[src/rtl/ram_bank_pkg.sv]
// rtl/ram_bank_pkg.sv - shared types, default sizes and helpers for the 2R1W register-file RAM
package ram_bank_pkg;

   // Clear sequencer states
   typedef enum logic {
      ST_IDLE  = 1'b0,
      ST_CLEAR = 1'b1
   } clr_state_e;

   localparam int RAM_WIDTH = 11;
   localparam int RAM_DEPTH = 16;

   // Address width for a given row count; never narrower than one bit
   function automatic int addr_width(input int depth);
      return (depth > 2) ? $clog2(depth) : 1;
   endfunction

endpackage

[src/rtl/ram_bank_clear_fsm.sv]
// rtl/ram_bank_clear_fsm.sv - sequencer that walks every row writing zero, one row per cycle
module ram_bank_clear_fsm
   import ram_bank_pkg::*;
#(
   parameter int DEPTH  = RAM_DEPTH,
   parameter int ADDR_W = addr_width(DEPTH)
) (
   input  logic              clk_i,
   input  logic              rst_ni,
   input  logic              clr_req_i,
   output logic              idle_o,
   output logic              busy_o,
   output logic              clr_we_o,
   output logic [ADDR_W-1:0] clr_addr_o
);

   localparam logic [ADDR_W-1:0] LAST_ROW = ADDR_W'(DEPTH - 1);

   clr_state_e        state_q;
   logic [ADDR_W-1:0] ptr_q;
   logic              busy_q;

   // State, row pointer and busy flag advance together; requests are ignored mid-clear
   always_ff @(posedge clk_i or negedge rst_ni) begin
      if (!rst_ni) begin
         state_q <= ST_IDLE;
         ptr_q   <= '0;
         busy_q  <= 1'b0;
      end else begin
         case (state_q)
            ST_IDLE: begin
               if (clr_req_i) begin
                  state_q <= ST_CLEAR;
                  ptr_q   <= '0;
                  busy_q  <= 1'b1;
               end
            end
            ST_CLEAR: begin
               if (ptr_q == LAST_ROW) begin
                  state_q <= ST_IDLE;
                  ptr_q   <= '0;
                  busy_q  <= 1'b0;
               end else begin
                  ptr_q <= ptr_q + ADDR_W'(1);
               end
            end
            default: begin
               state_q <= ST_IDLE;
               ptr_q   <= '0;
               busy_q  <= 1'b0;
            end
         endcase
      end
   end

   assign idle_o     = (state_q == ST_IDLE);
   assign busy_o     = busy_q;
   assign clr_we_o   = (state_q == ST_CLEAR);
   assign clr_addr_o = ptr_q;

endmodule

[src/rtl/ram_bank_2r1w.sv]
// rtl/ram_bank_2r1w.sv - DEPTH x WIDTH register-file RAM, one write port, two registered read ports
module ram_bank_2r1w
   import ram_bank_pkg::*;
#(
   parameter int   WIDTH  = RAM_WIDTH,
   parameter int   DEPTH  = RAM_DEPTH,
   parameter bit   BYPASS = 1'b1,
   localparam int  ADDR_W = addr_width(DEPTH)
) (
   input  logic              clk_i,
   input  logic              rst_ni,
   input  logic              wr_en_i,
   input  logic [ADDR_W-1:0] wr_addr_i,
   input  logic [WIDTH-1:0]  wr_data_i,
   output logic              wr_ack_o,
   input  logic              rd_en_1_i,
   input  logic [ADDR_W-1:0] rd_addr_1_i,
   output logic [WIDTH-1:0]  rd_data_1_o,
   output logic              rd_valid_1_o,
   input  logic              rd_en_2_i,
   input  logic [ADDR_W-1:0] rd_addr_2_i,
   output logic [WIDTH-1:0]  rd_data_2_o,
   output logic              rd_valid_2_o,
   input  logic              clr_req_i,
   output logic              busy_o,
   input  logic [ADDR_W-1:0] dbg_addr_i,
   output logic [WIDTH-1:0]  dbg_row_data_o
);

   // True when the address names an existing row (DEPTH need not be a power of two)
   function automatic logic in_range(input logic [ADDR_W-1:0] addr);
      return ({1'b0, addr} < (ADDR_W + 1)'(DEPTH));
   endfunction

   logic [WIDTH-1:0]  mem_q [DEPTH];
   logic              fsm_idle;
   logic              clr_we;
   logic [ADDR_W-1:0] clr_addr;

   logic              wr_accept;
   logic              arr_we;
   logic [ADDR_W-1:0] arr_addr;
   logic [WIDTH-1:0]  arr_data;

   logic [WIDTH-1:0]  rd_data_1_d, rd_data_1_q;
   logic [WIDTH-1:0]  rd_data_2_d, rd_data_2_q;
   logic              rd_valid_1_q, rd_valid_2_q;
   logic              wr_ack_q;

   ram_bank_clear_fsm #(
      .DEPTH  (DEPTH),
      .ADDR_W (ADDR_W)
   ) u_clear_fsm (
      .clk_i      (clk_i),
      .rst_ni     (rst_ni),
      .clr_req_i  (clr_req_i),
      .idle_o     (fsm_idle),
      .busy_o     (busy_o),
      .clr_we_o   (clr_we),
      .clr_addr_o (clr_addr)
   );

   // A clear request on the same edge takes priority over a user write
   assign wr_accept = wr_en_i && fsm_idle && !clr_req_i && in_range(wr_addr_i);

   // Single array write port shared by the sequencer and the user
   always_comb begin
      arr_we   = clr_we || wr_accept;
      arr_addr = clr_we ? clr_addr : wr_addr_i;
      arr_data = clr_we ? '0 : wr_data_i;
   end

   // Row storage; cleared asynchronously by reset, otherwise one row per edge
   always_ff @(posedge clk_i or negedge rst_ni) begin
      if (!rst_ni) begin
         for (int i = 0; i < DEPTH; i++) begin
            mem_q[i] <= '0;
         end
      end else if (arr_we) begin
         mem_q[arr_addr] <= arr_data;
      end
   end

   // Port 1 read value, with optional forwarding of the row being written this edge
   always_comb begin
      rd_data_1_d = '0;
      if (in_range(rd_addr_1_i)) begin
         rd_data_1_d = mem_q[rd_addr_1_i];
         if (BYPASS && arr_we && (arr_addr == rd_addr_1_i)) begin
            rd_data_1_d = arr_data;
         end
      end
   end

   // Port 2 read value, same rules as port 1
   always_comb begin
      rd_data_2_d = '0;
      if (in_range(rd_addr_2_i)) begin
         rd_data_2_d = mem_q[rd_addr_2_i];
         if (BYPASS && arr_we && (arr_addr == rd_addr_2_i)) begin
            rd_data_2_d = arr_data;
         end
      end
   end

   // Read registers: data holds between requests, valid pulses one cycle per request
   always_ff @(posedge clk_i or negedge rst_ni) begin
      if (!rst_ni) begin
         rd_data_1_q  <= '0;
         rd_data_2_q  <= '0;
         rd_valid_1_q <= 1'b0;
         rd_valid_2_q <= 1'b0;
      end else begin
         rd_valid_1_q <= rd_en_1_i;
         rd_valid_2_q <= rd_en_2_i;
         if (rd_en_1_i) begin
            rd_data_1_q <= rd_data_1_d;
         end
         if (rd_en_2_i) begin
            rd_data_2_q <= rd_data_2_d;
         end
      end
   end

   // Write acknowledge one cycle after an accepted write
   always_ff @(posedge clk_i or negedge rst_ni) begin
      if (!rst_ni) begin
         wr_ack_q <= 1'b0;
      end else begin
         wr_ack_q <= wr_accept;
      end
   end

   assign wr_ack_o       = wr_ack_q;
   assign rd_data_1_o    = rd_data_1_q;
   assign rd_data_2_o    = rd_data_2_q;
   assign rd_valid_1_o   = rd_valid_1_q;
   assign rd_valid_2_o   = rd_valid_2_q;
   assign dbg_row_data_o = in_range(dbg_addr_i) ? mem_q[dbg_addr_i] : '0;

endmodule

[config.mk]
export PLATFORM = sky130hd
export DESIGN_NAME = ram_bank_2r1w
export DESIGN_NICKNAME = d
export VERILOG_FILES = /design/src/rtl/ram_bank_pkg.sv /design/src/rtl/ram_bank_clear_fsm.sv /design/src/rtl/ram_bank_2r1w.sv
export SDC_FILE = /design/constraint.sdc
export NUM_CORES = 1
export LEC_CHECK = 0
export ABC_AREA = 1
export CORE_MARGIN = 2
export CORE_UTILIZATION = 35
export CTS_BUF_LIST = sky130_fd_sc_hd__clkbuf_8
export DETAILED_ROUTE_END_ITERATION = 8
export GPL_TIMING_DRIVEN = 0
export PLACE_DENSITY = 0.55
export RECOVER_POWER = 50
export SETUP_SLACK_MARGIN = 0.05
export SLEW_MARGIN = 40
export SYNTH_ARGS = -nofsm -noshare
export SYNTH_HDL_FRONTEND = slang
export SYNTH_SLANG_ARGS = --single-unit
[constraint.sdc]
create_clock -name clk_i -period 2.51 [get_ports clk_i]
set_input_delay 0.3765 -clock clk_i [delete_from_list [all_inputs] [get_ports clk_i]]
set_output_delay 0.3765 -clock clk_i [all_outputs]
set_load 0.05 [all_outputs]
# After elaboration in Yosys (flattened, before gate mapping)
# Index checks and enable logic that the tools add are counted.
[op_classes] eq_ne=5 n_mux=25 n_bitwise=5 magnitude_cmp=5 n_reduce_logical=8 addsub=1
[op_table] cell="$bwmux W176" n=1
[op_table] cell="$bmux W11 S4" n=3
[op_table] cell="$mux W11" n=10
[op_table] cell="$demux W11 S4" n=1
[op_table] cell="$ge A5 B5 Y1 const B" n=4
[op_table] cell="$not A4 Y5" n=4
[op_table] cell="$mux W4" n=3
[op_table] cell="$eq A4 B4 Y1" n=2
[op_table] cell="$pmux W4 S2" n=1
[op_table] cell="$logic_and A1 B1 Y1" n=5
[op_table] cell="$lt A5 B1 Y1 const B" n=1
[op_table] cell="$add A4 B1 Y4 const B" n=1
[op_table] cell="$eq A4 B4 Y1 const B" n=1
[op_table] cell="$mux W1" n=4
[op_table] cell="$ne A2 B2 Y1 const B" n=2
[op_table] cell="$pmux W1 S2" n=2
[op_table] cell="$reduce_and A2 Y1" n=1
[op_table] cell="$logic_not A1 Y1" n=1
[op_table] cell="$logic_or A1 B1 Y1" n=1
[op_table] cell="$not A1 Y1" n=1
[word_totals] output_inout_bits=37 in_bits=33 elab_cells=73 reg_bits=207

# Longest topological paths before layout
# Gate-level depths: netlist of the first run.
[logic_depth] word_depth=7 mapped_depth=12 ltp_nobuf=10

# Modules after synthesis
# From an unflattened synthesis of the first run, not the netlist that was laid out.
[hier_totals] hier_cells=1865 hier_area_um2=12888.6
[modules_own_cells] module="ram_bank_2r1w" seq_area_each_um2=5029.8 n_inst=1 area_per_inst_um2=12613.3 cells_per_inst=1835
[modules_own_cells] module="ram_bank_clear_fsm" seq_area_each_um2=150.1 n_inst=1 area_per_inst_um2=275.3 cells_per_inst=30

# Worst setup path before layout of the first run
# Ideal clock, no wire load.
[synth_path] kind="in2out" start="input dbg_addr_i[1]" end="output dbg_row_data_o[10]" setup_slack_ns=0.520 path_stages=7 arrival_ns=1.614 path_buffers=3 required_ns=2.134 path_cell_list="buf_2 > buf_2 > buf_1 > o211ai_1 > nand3_1 > o211ai_1 > nand2_1"
[synth_via] elab_chain_cells=4
[synth_lines] item="start, declared" line="ram_bank_2r1w.sv:26" source="input logic [ADDR_W-1:0] dbg_addr_i,"
[synth_lines] item="$not A4 Y5 (implied by the code)" line="ram_bank_2r1w.sv:139" source="assign dbg_row_data_o = in_range(dbg_addr_i) ? mem_q[dbg_addr_i] : '0;"
[synth_lines] item="$bmux W11 S4" line="ram_bank_2r1w.sv:139"
[synth_lines] item="$mux W11 (implied by the code) (2 in series)" line="ram_bank_2r1w.sv:139"
[synth_lines] item="end, declared" line="ram_bank_2r1w.sv:27" source="output logic [WIDTH-1:0] dbg_row_data_o"
# No other way between the ends. The select of a mux whose other input is x is not followed.

# Worst setup path after layout of the first run
[layout_path] start="input dbg_addr_i[0]" end="output dbg_row_data_o[5]"
# The elaborated chain is that of the path after synthesis.

==> results of run 1 <==
-- placed cells by master (no fill, tap or decap), types with 13 or more instances in the layout --
cell and instances:
dfrtp_1 207, nand3_1 393, clkbuf_4 13, inv_2 17
o21ai_1 165, o21ai_0 69, clkdlybuf4s50_1 46, buf_4 15
buf_2 54, nand4_1 22, inv_1 198, a21oi_1 60
clkbuf_1 31, buf_6 15, o21ai_2 13, clkbuf_2 42
clkbuf_8 43, o211ai_1 32, nand2_1 675
-- critical path: stages --
cell,delay [ns]
buf_2,0.24
clkdlybuf4s15_2,0.55
nand2_1,0.10
o211ai_1,0.09
nand3_1,0.18
nand3_1,0.21
nand2_1,0.12
clkbuf_4,0.22
-- final timing paths --
check                      depth (start not counted)           endpoint                  from  slack (ns)
setup / recovery                                   8  dbg_row_data_o[5]         dbg_addr_i[0]        0.03
hold reg to reg                                    2     rd_data_1_o[6]        rd_data_1_o[6]        0.48
min in group asynchronous                          2          mem_q[43]                rst_ni        0.82
max in group asynchronous                          3         mem_q[134]                rst_ni        0.53
setup reg to reg                                   5         mem_q[101]  u_clear_fsm.clr_we_o        0.17
hold / removal                                     3           wr_ack_o               wr_en_i        0.40
-- kinds of logic after synthesis --
group	synth area share, %
AO/OA/AOI/OAI	14.1
AND/OR/NAND/NOR	36.1
XOR/XNOR	0.0648
flip-flops	38.3
buffers and inverters	11.3
adder cells (fa/ha/maj)	0.0926
-- power by group --
group	switching (mW)	total, mW	internal [mW]
logic	6.03	8.32	2.30
registers	0.963	5.36	4.40
clock network	1.46	3.00	1.54
-- flip-flops by register name (all words and copies together) (netlist names) --
register	count
rd_data_1_o	11
rd_valid_1_o	1
wr_ack_o	1
rd_valid_2_o	1
rd_data_2_o	11
u_clear_fsm.clr_addr_o	4
u_clear_fsm.busy_o	1
mem_q	176
u_clear_fsm.clr_we_o	1
-- per-stage QoR --
step	worst slack [ns]	utilization (%)	hold WS (ns)	power, mW
floorplan	0.520	-	0.0809	10.0
global placement	-7.64	39.0	0.468	13.2
detailed placement	-1.01	39.3	0.370	13.3
CTS	0.0390	41.2	0.310	16.4
global route	0.0310	41.5	0.413	17.6
finish	0.0293	41.5	0.396	16.7
-- cell type report --
type	instances	area, µm²	area share, %
tap	511	639	4.07
clock inverter	17	66.3	0.422
multi-input combinational	1476	6900	43.9
clock buffer	43	592	3.77
timing repair buffer	72	701	4.46
inverter	200	751	4.78
buffer	163	886	5.64
sequential	207	5180	33.0
-- repair_timing --
action,CTS,global route
buffers inserted,2,6
endpoints found under the setup margin,11,30
hold endpoints to repair,65,0
pin swaps,3,10
hold buffers,1,0
gates resized for setup,105,41
-- routing by layer --
layer / track usage (%) / vias to the layer above / share of wire, %
met5: 0 / - / 0.071
met4: 22.0 / 2 / 6.4
met3: 9.74 / 258 / 10
met2: 57.8 / 1012 / 42
met1: 53.9 / 7665 / 42
li1: - / 6928 / -
-- cell usage after synthesis, types with 2 or more instances --
cell | count | area (µm²)
a21oi_1 | 64 | 320
buf_1 | 21 | 78.8
buf_2 | 47 | 235
buf_4 | 2 | 15.0
buf_6 | 13 | 146
clkbuf_1 | 80 | 300
dfrtp_1 | 207 | 5180
inv_1 | 192 | 721
inv_2 | 8 | 30.0
nand2_1 | 677 | 2540
nand2_2 | 4 | 25.0
nand2_4 | 5 | 56.3
nand3_1 | 398 | 1990
nand4_1 | 22 | 138
nor2_1 | 8 | 30.0
nor2_2 | 4 | 25.0
nor3_4 | 3 | 48.8
o211ai_1 | 32 | 240
o21ai_0 | 68 | 340
o21ai_1 | 166 | 831
o21ai_2 | 13 | 114
o221ai_1 | 6 | 52.6
==> impl_metrics.py, run 1 <==
metrics = {
    "critical_path": {
        "worstPathMaxFanout": 10,
        "end_kind": "primary output",
        "cp.required_ns": 2.13,
        "path_class": "in -> out",
        "worst_ep_arrival_time_ns": 2.10,
        "start_kind": "primary input",
    },
    "cells_and_area": {
        "area_growth_pct": 16.2,
        "fillers": 4149,
        "antenna_cells": 0,
        "drive_above_1_share_pct": 11.5,
        "final_cells": 2689,
        "fin_nets": 2191,
        "design_area_um2": 15700,
    },
    "placement": {
        "numPortBuffers": 61,
        "routabilityCongestion": 1.07,
        "place_inst": 2620,
        "dp_hpwl_mm": 59.3,
        "place_area_um2": 14900,
    },
    "synth": {
        "netlist_instances": 2046,
        "synth_area_um2": 13500,
        "synthArstFlopShare_pct": 100,
        "ys_seq_area_share_pct": 38.3,
        "syn_area_per_cell_um2": 6.61,
        "synthesis.nets": 2080,
        "synth_flop_cell": "dfrtp_1",
        "synth_cell_types": 28,
        "synth-seq-cells": 207,
        "yosys_warnings": 0,
        "synth_edf_count": 0,
    },
    "clock_network": {
        "htreeDepth": 2,
        "insertion_delay_ns": 0.59,
        "clk_path_buf_depth": 3,
        "cts_root_buf": "clkbuf_8",
        "tritoncts": "yes",
        "numCtsBuffers": 37,
        "cts_sinks": 207,
        "path_clk_slew_ns": 0.06,
    },
    "route": {
        "viasPerCell": 5.90,
        "via_count": 15900,
        "wl_per_cell_um": 29.9,
        "ant_nets": 0,
        "finalWirelength_mm": 80.4,
        "remaining_drc_errors": 0,
        "first_pass_iters": 6,
        "drtIter0Drc": 2391,
    },
    "run_status": {
        "violations": "max-capacitance violations, max-slew violations",
        "outcome": "complete, but fails checks",
    },
    "global_route": {
        "grt_usage_pct": 39.7,
        "grt_pass1_wl_mm": 113,
        "grt.overflow.total": 0,
        "grt_max_degree": 73,
        "antenna_found_initial": 2,
        "grt_pass1_vias": 14800,
    },
    "sta": {
        "hold_violations": 0,
        "worst_pin_slew_ns": 1.77,
        "slew_viol_final": 66,
        "setup_viol": 0,
        "tns_ns": 0,
        "rsz0062_at_grt": "true",
        "fin_crit_ns": 2.48,
        "fmax_mhz": 403,
        "fin_crit_sh_pct": 98.8,
        "skew_ns": 0.0257,
        "maxSlewHeadroom_pct": -17.9,
    },
    "die": {
        "start_util_pct": 35.7,
        "core_um2": 37800,
        "dieWidth_um": 201,
        "io_pins": 70,
        "die_y_um": 201,
        "core.rowCount": 71,
        "die_area_um2": 40200,
    },
    "power_and_ir_drop": {
        "cellPowerDensity_nw_per_um2": 1060,
        "ir_worst_vdd_mv": 0.796,
        "leakage_nw": 7.57,
    },
    "worst_hold_path": {
        "hold_path_class": "in -> reg",
    },
    "flow_run": {
        "maxCapViolations": 1,
    },
}
Note: power is estimated with default switching activity, not from simulation.
==> inputs of run 2 (changes only) <==
--- a/config.mk
+++ b/config.mk
@@ -13,6 +13,7 @@
 export GPL_TIMING_DRIVEN = 0
 export PLACE_DENSITY = 0.55
 export RECOVER_POWER = 50
+export REMOVE_ABC_BUFFERS = 1
 export SETUP_SLACK_MARGIN = 0.05
 export SLEW_MARGIN = 40
 export SYNTH_ARGS = -nofsm -noshare
==> run 2 against run 1 <==
Net effect:
- the flow now finishes without violations
- design area decreased by 2.0%
- flip-flop and latch count unchanged
- maximum frequency increased by 5.9%
- sequential share of layout area increased by 0.69 points
- clock power increased by 14%
- clock skew increased by 0.0041 ns
- non-clock buffer count decreased by 137
- routed wire length decreased by 33%
- critical path type is now reg -> reg
- critical endpoint is now mem_q[32]
- largest cell class unchanged
- largest power group unchanged
==> impl_metrics.py, run 2 (same netlist as run 1, synthesis figures left out) <==
metrics = {
    "cells_and_area": {
        "fillers": 4077,
        "fin_nets": 2057,
        "drive_above_1_share_pct": 8.33,
        "area_growth_pct": 13.9,
        "largest_register_ffs": 176,
        "final_util_pct": 40.7,
        "multiInputGateArea_um2": 6900,
        "final_cell_mix": "nand2_1, nand3_1, dfrtp_1, inv_1, o21ai_1",
        "regMostFlops": "mem_q",
        "regArea_um2": 5180,
        "layout_commonest_cell": "nand2_1",
        "final_cells": 2564,
        "antenna_cells": 0,
    },
    "critical_path": {
        "cp.required_ns": 2.93,
        "slowest_delay_ns": 0.52,
        "worstPathMaxFanout": 22,
        "cp_common_cell": "nand2_4",
        "end_kind": "register",
        "r2r_slack_ns": 0.17,
        "timing.rr.end": "mem_q[32]",
        "path_class": "reg -> reg",
        "reg2reg_depth": 8,
        "worstPathCellList": "inv_4, nand2_4, nand2_4, inv_2, nor3_4, nand2_2, nand2_1, o21ai_2",
        "critPathSlowestCell": "nand2_2",
        "reg2reg_from": "u_clear_fsm.clr_we_o",
        "start_kind": "register",
        "worst_ep_arrival_time_ns": 2.77,
    },
    "power_and_ir_drop": {
        "cellPowerDensity_nw_per_um2": 1030,
        "ir_worst_vdd_mv": 0.436,
        "leakage_nw": 7.31,
    },
    "clock_network": {
        "cts_root_buf": "clkbuf_8",
        "htreeDepth": 2,
        "path_clk_slew_ns": 0.06,
        "cts_sinks": 207,
        "numCtsBuffers": 40,
        "insertion_delay_ns": 0.59,
        "clk_path_buf_depth": 3,
        "tritoncts": "yes",
    },
    "die": {
        "die_area_um2": 40200,
        "die_y_um": 201,
        "start_util_pct": 35.7,
        "io_pins": 70,
        "core.rowCount": 71,
        "dieWidth_um": 201,
        "core_um2": 37800,
    },
    "placement": {
        "place_inst": 2477,
        "post-place-ws_ns": -1.23,
        "routabilityCongestion": 0.824,
        "dp_hpwl_mm": 30.6,
        "numPortBuffers": 69,
    },
    "sta": {
        "hold_ws_ns": 0.354,
        "slew_viol_final": 0,
        "tns_ns": 0,
        "hold_violations": 0,
        "fin_crit_sh_pct": 93.3,
        "setup_viol": 0,
        "layout_setup_ws_ns": 0.168,
        "fin_crit_ns": 2.34,
        "skew_ns": 0.0298,
        "worst_pin_slew_ns": 1.19,
        "fmax_mhz": 427,
        "maxSlewHeadroom_pct": 20.7,
        "rsz0062_at_grt": "false",
    },
    "route": {
        "first_pass_iters": 6,
        "drtIter0Drc": 1599,
        "ant_nets": 0,
        "viasPerCell": 5.50,
        "remaining_drc_errors": 0,
        "finalWirelength_mm": 54.0,
        "wl_per_cell_um": 21.0,
        "via_count": 14100,
    },
    "flow_run": {
        "maxCapViolations": 0,
    },
    "global_route": {
        "antenna_found_initial": 0,
        "grt_usage_pct": 26.5,
        "grt_max_degree": 95,
        "grt_pass1_vias": 13600,
        "grt_pass1_wl_mm": 82.0,
        "grt.overflow.total": 0,
    },
    "worst_hold_path": {
        "min_from": "wr_en_i",
        "hold_path_class": "in -> reg",
        "min_to": "wr_ack_o",
        "min_path_cells": 3,
    },
    "run_status": {
        "outcome": "complete, no violations",
    },
}
-- run 2: changes by cell type in the layout (fill, tap and decap cells not counted), sizes merged --
cell           previous run  this run
clkdlybuf4s50            46        34
buf                      98        42
clkinvlp                  0         4
clkbuf                  129        62
dlygate4sd2               1         0
dlygate4sd3               3        11
clkdlybuf4s15             1         0
-- run 2: worst max-delay path, delay by kind of cell (launching register included) --
kind / cells / cell delay (ns)
buffers and inverters: 2 / 0.34
flip-flops: 1 / 0.51
AO/OA/AOI/OAI: 1 / 0.07
AND/OR/NAND/NOR: 5 / 1.25
-- run 2: repair_timing --
action | 4_1_cts | 5_1_grt
endpoints found under the hold margin | 37 | 0
resized for setup | 39 | 18
pin swaps | 0 | 4
endpoints found under the setup margin | 124 | 14
hold buffers | 1 | 0
gates cloned | 1 | 0
buffers inserted | 2 | 11
-- run 2: stage by stage --
step | area, µm² | total power [mW]
finish | 15400 | 15.8
global route | 15400 | 16.9
CTS | 15400 | 15.7
detailed placement | 14500 | 12.1
global placement | 14100 | 11.9
floorplan | 12700 | 9.52
-- run 2: routing by layer --
metal	GRT usage (%)	up-vias	wire [µm]	share of wire [%]
met3	4.55	178	4340	8.0
met1	33.6	6618	21900	40
met4	14.4	0	2950	5.5
met5	0	-	0	0
met2	43.1	653	24800	46
li1	-	6643	-	-
-- run 2: how the worst max path moves through the flow --
stage / start / endpoint / slack, ns / cells after the start
floorplan: u_clear_fsm.clr_we_o / rd_data_1_o[0] / 0.40 / 9
detailed placement: rd_addr_2_i[0] / rd_data_2_o[3] / -1.23 / 11
global placement: rst_ni / mem_q[12] / -8.21 / 1
finish: u_clear_fsm.clr_we_o / mem_q[32] / 0.17 / 8
CTS: mem_q[160] / dbg_row_data_o[6] / 0.05 / 7
global route: u_clear_fsm.clr_we_o / rd_data_1_o[4] / 0.06 / 9
-- run 2: area by class of cell --
| class | instances | share of cell area, % |
|---|---|---|
| Timing Repair Buffer | 98 | 7.12 |
| Clock buffer | 51 | 4.56 |
| Clock inverter | 21 | 0.602 |
| Sequential cell | 207 | 33.7 |
| Tap cell | 511 | 4.15 |
| Multi-Input combinational cell | 1476 | 44.8 |
| Inverter | 200 | 5.08 |
-- run 2: power by group --
group	internal (mW)	switching (mW)	total [mW]	leakage (nW)
registers	4.40	0.705	5.10	2.79
logic	2.08	5.25	7.33	4.05
clock network	1.82	1.59	3.41	0.460
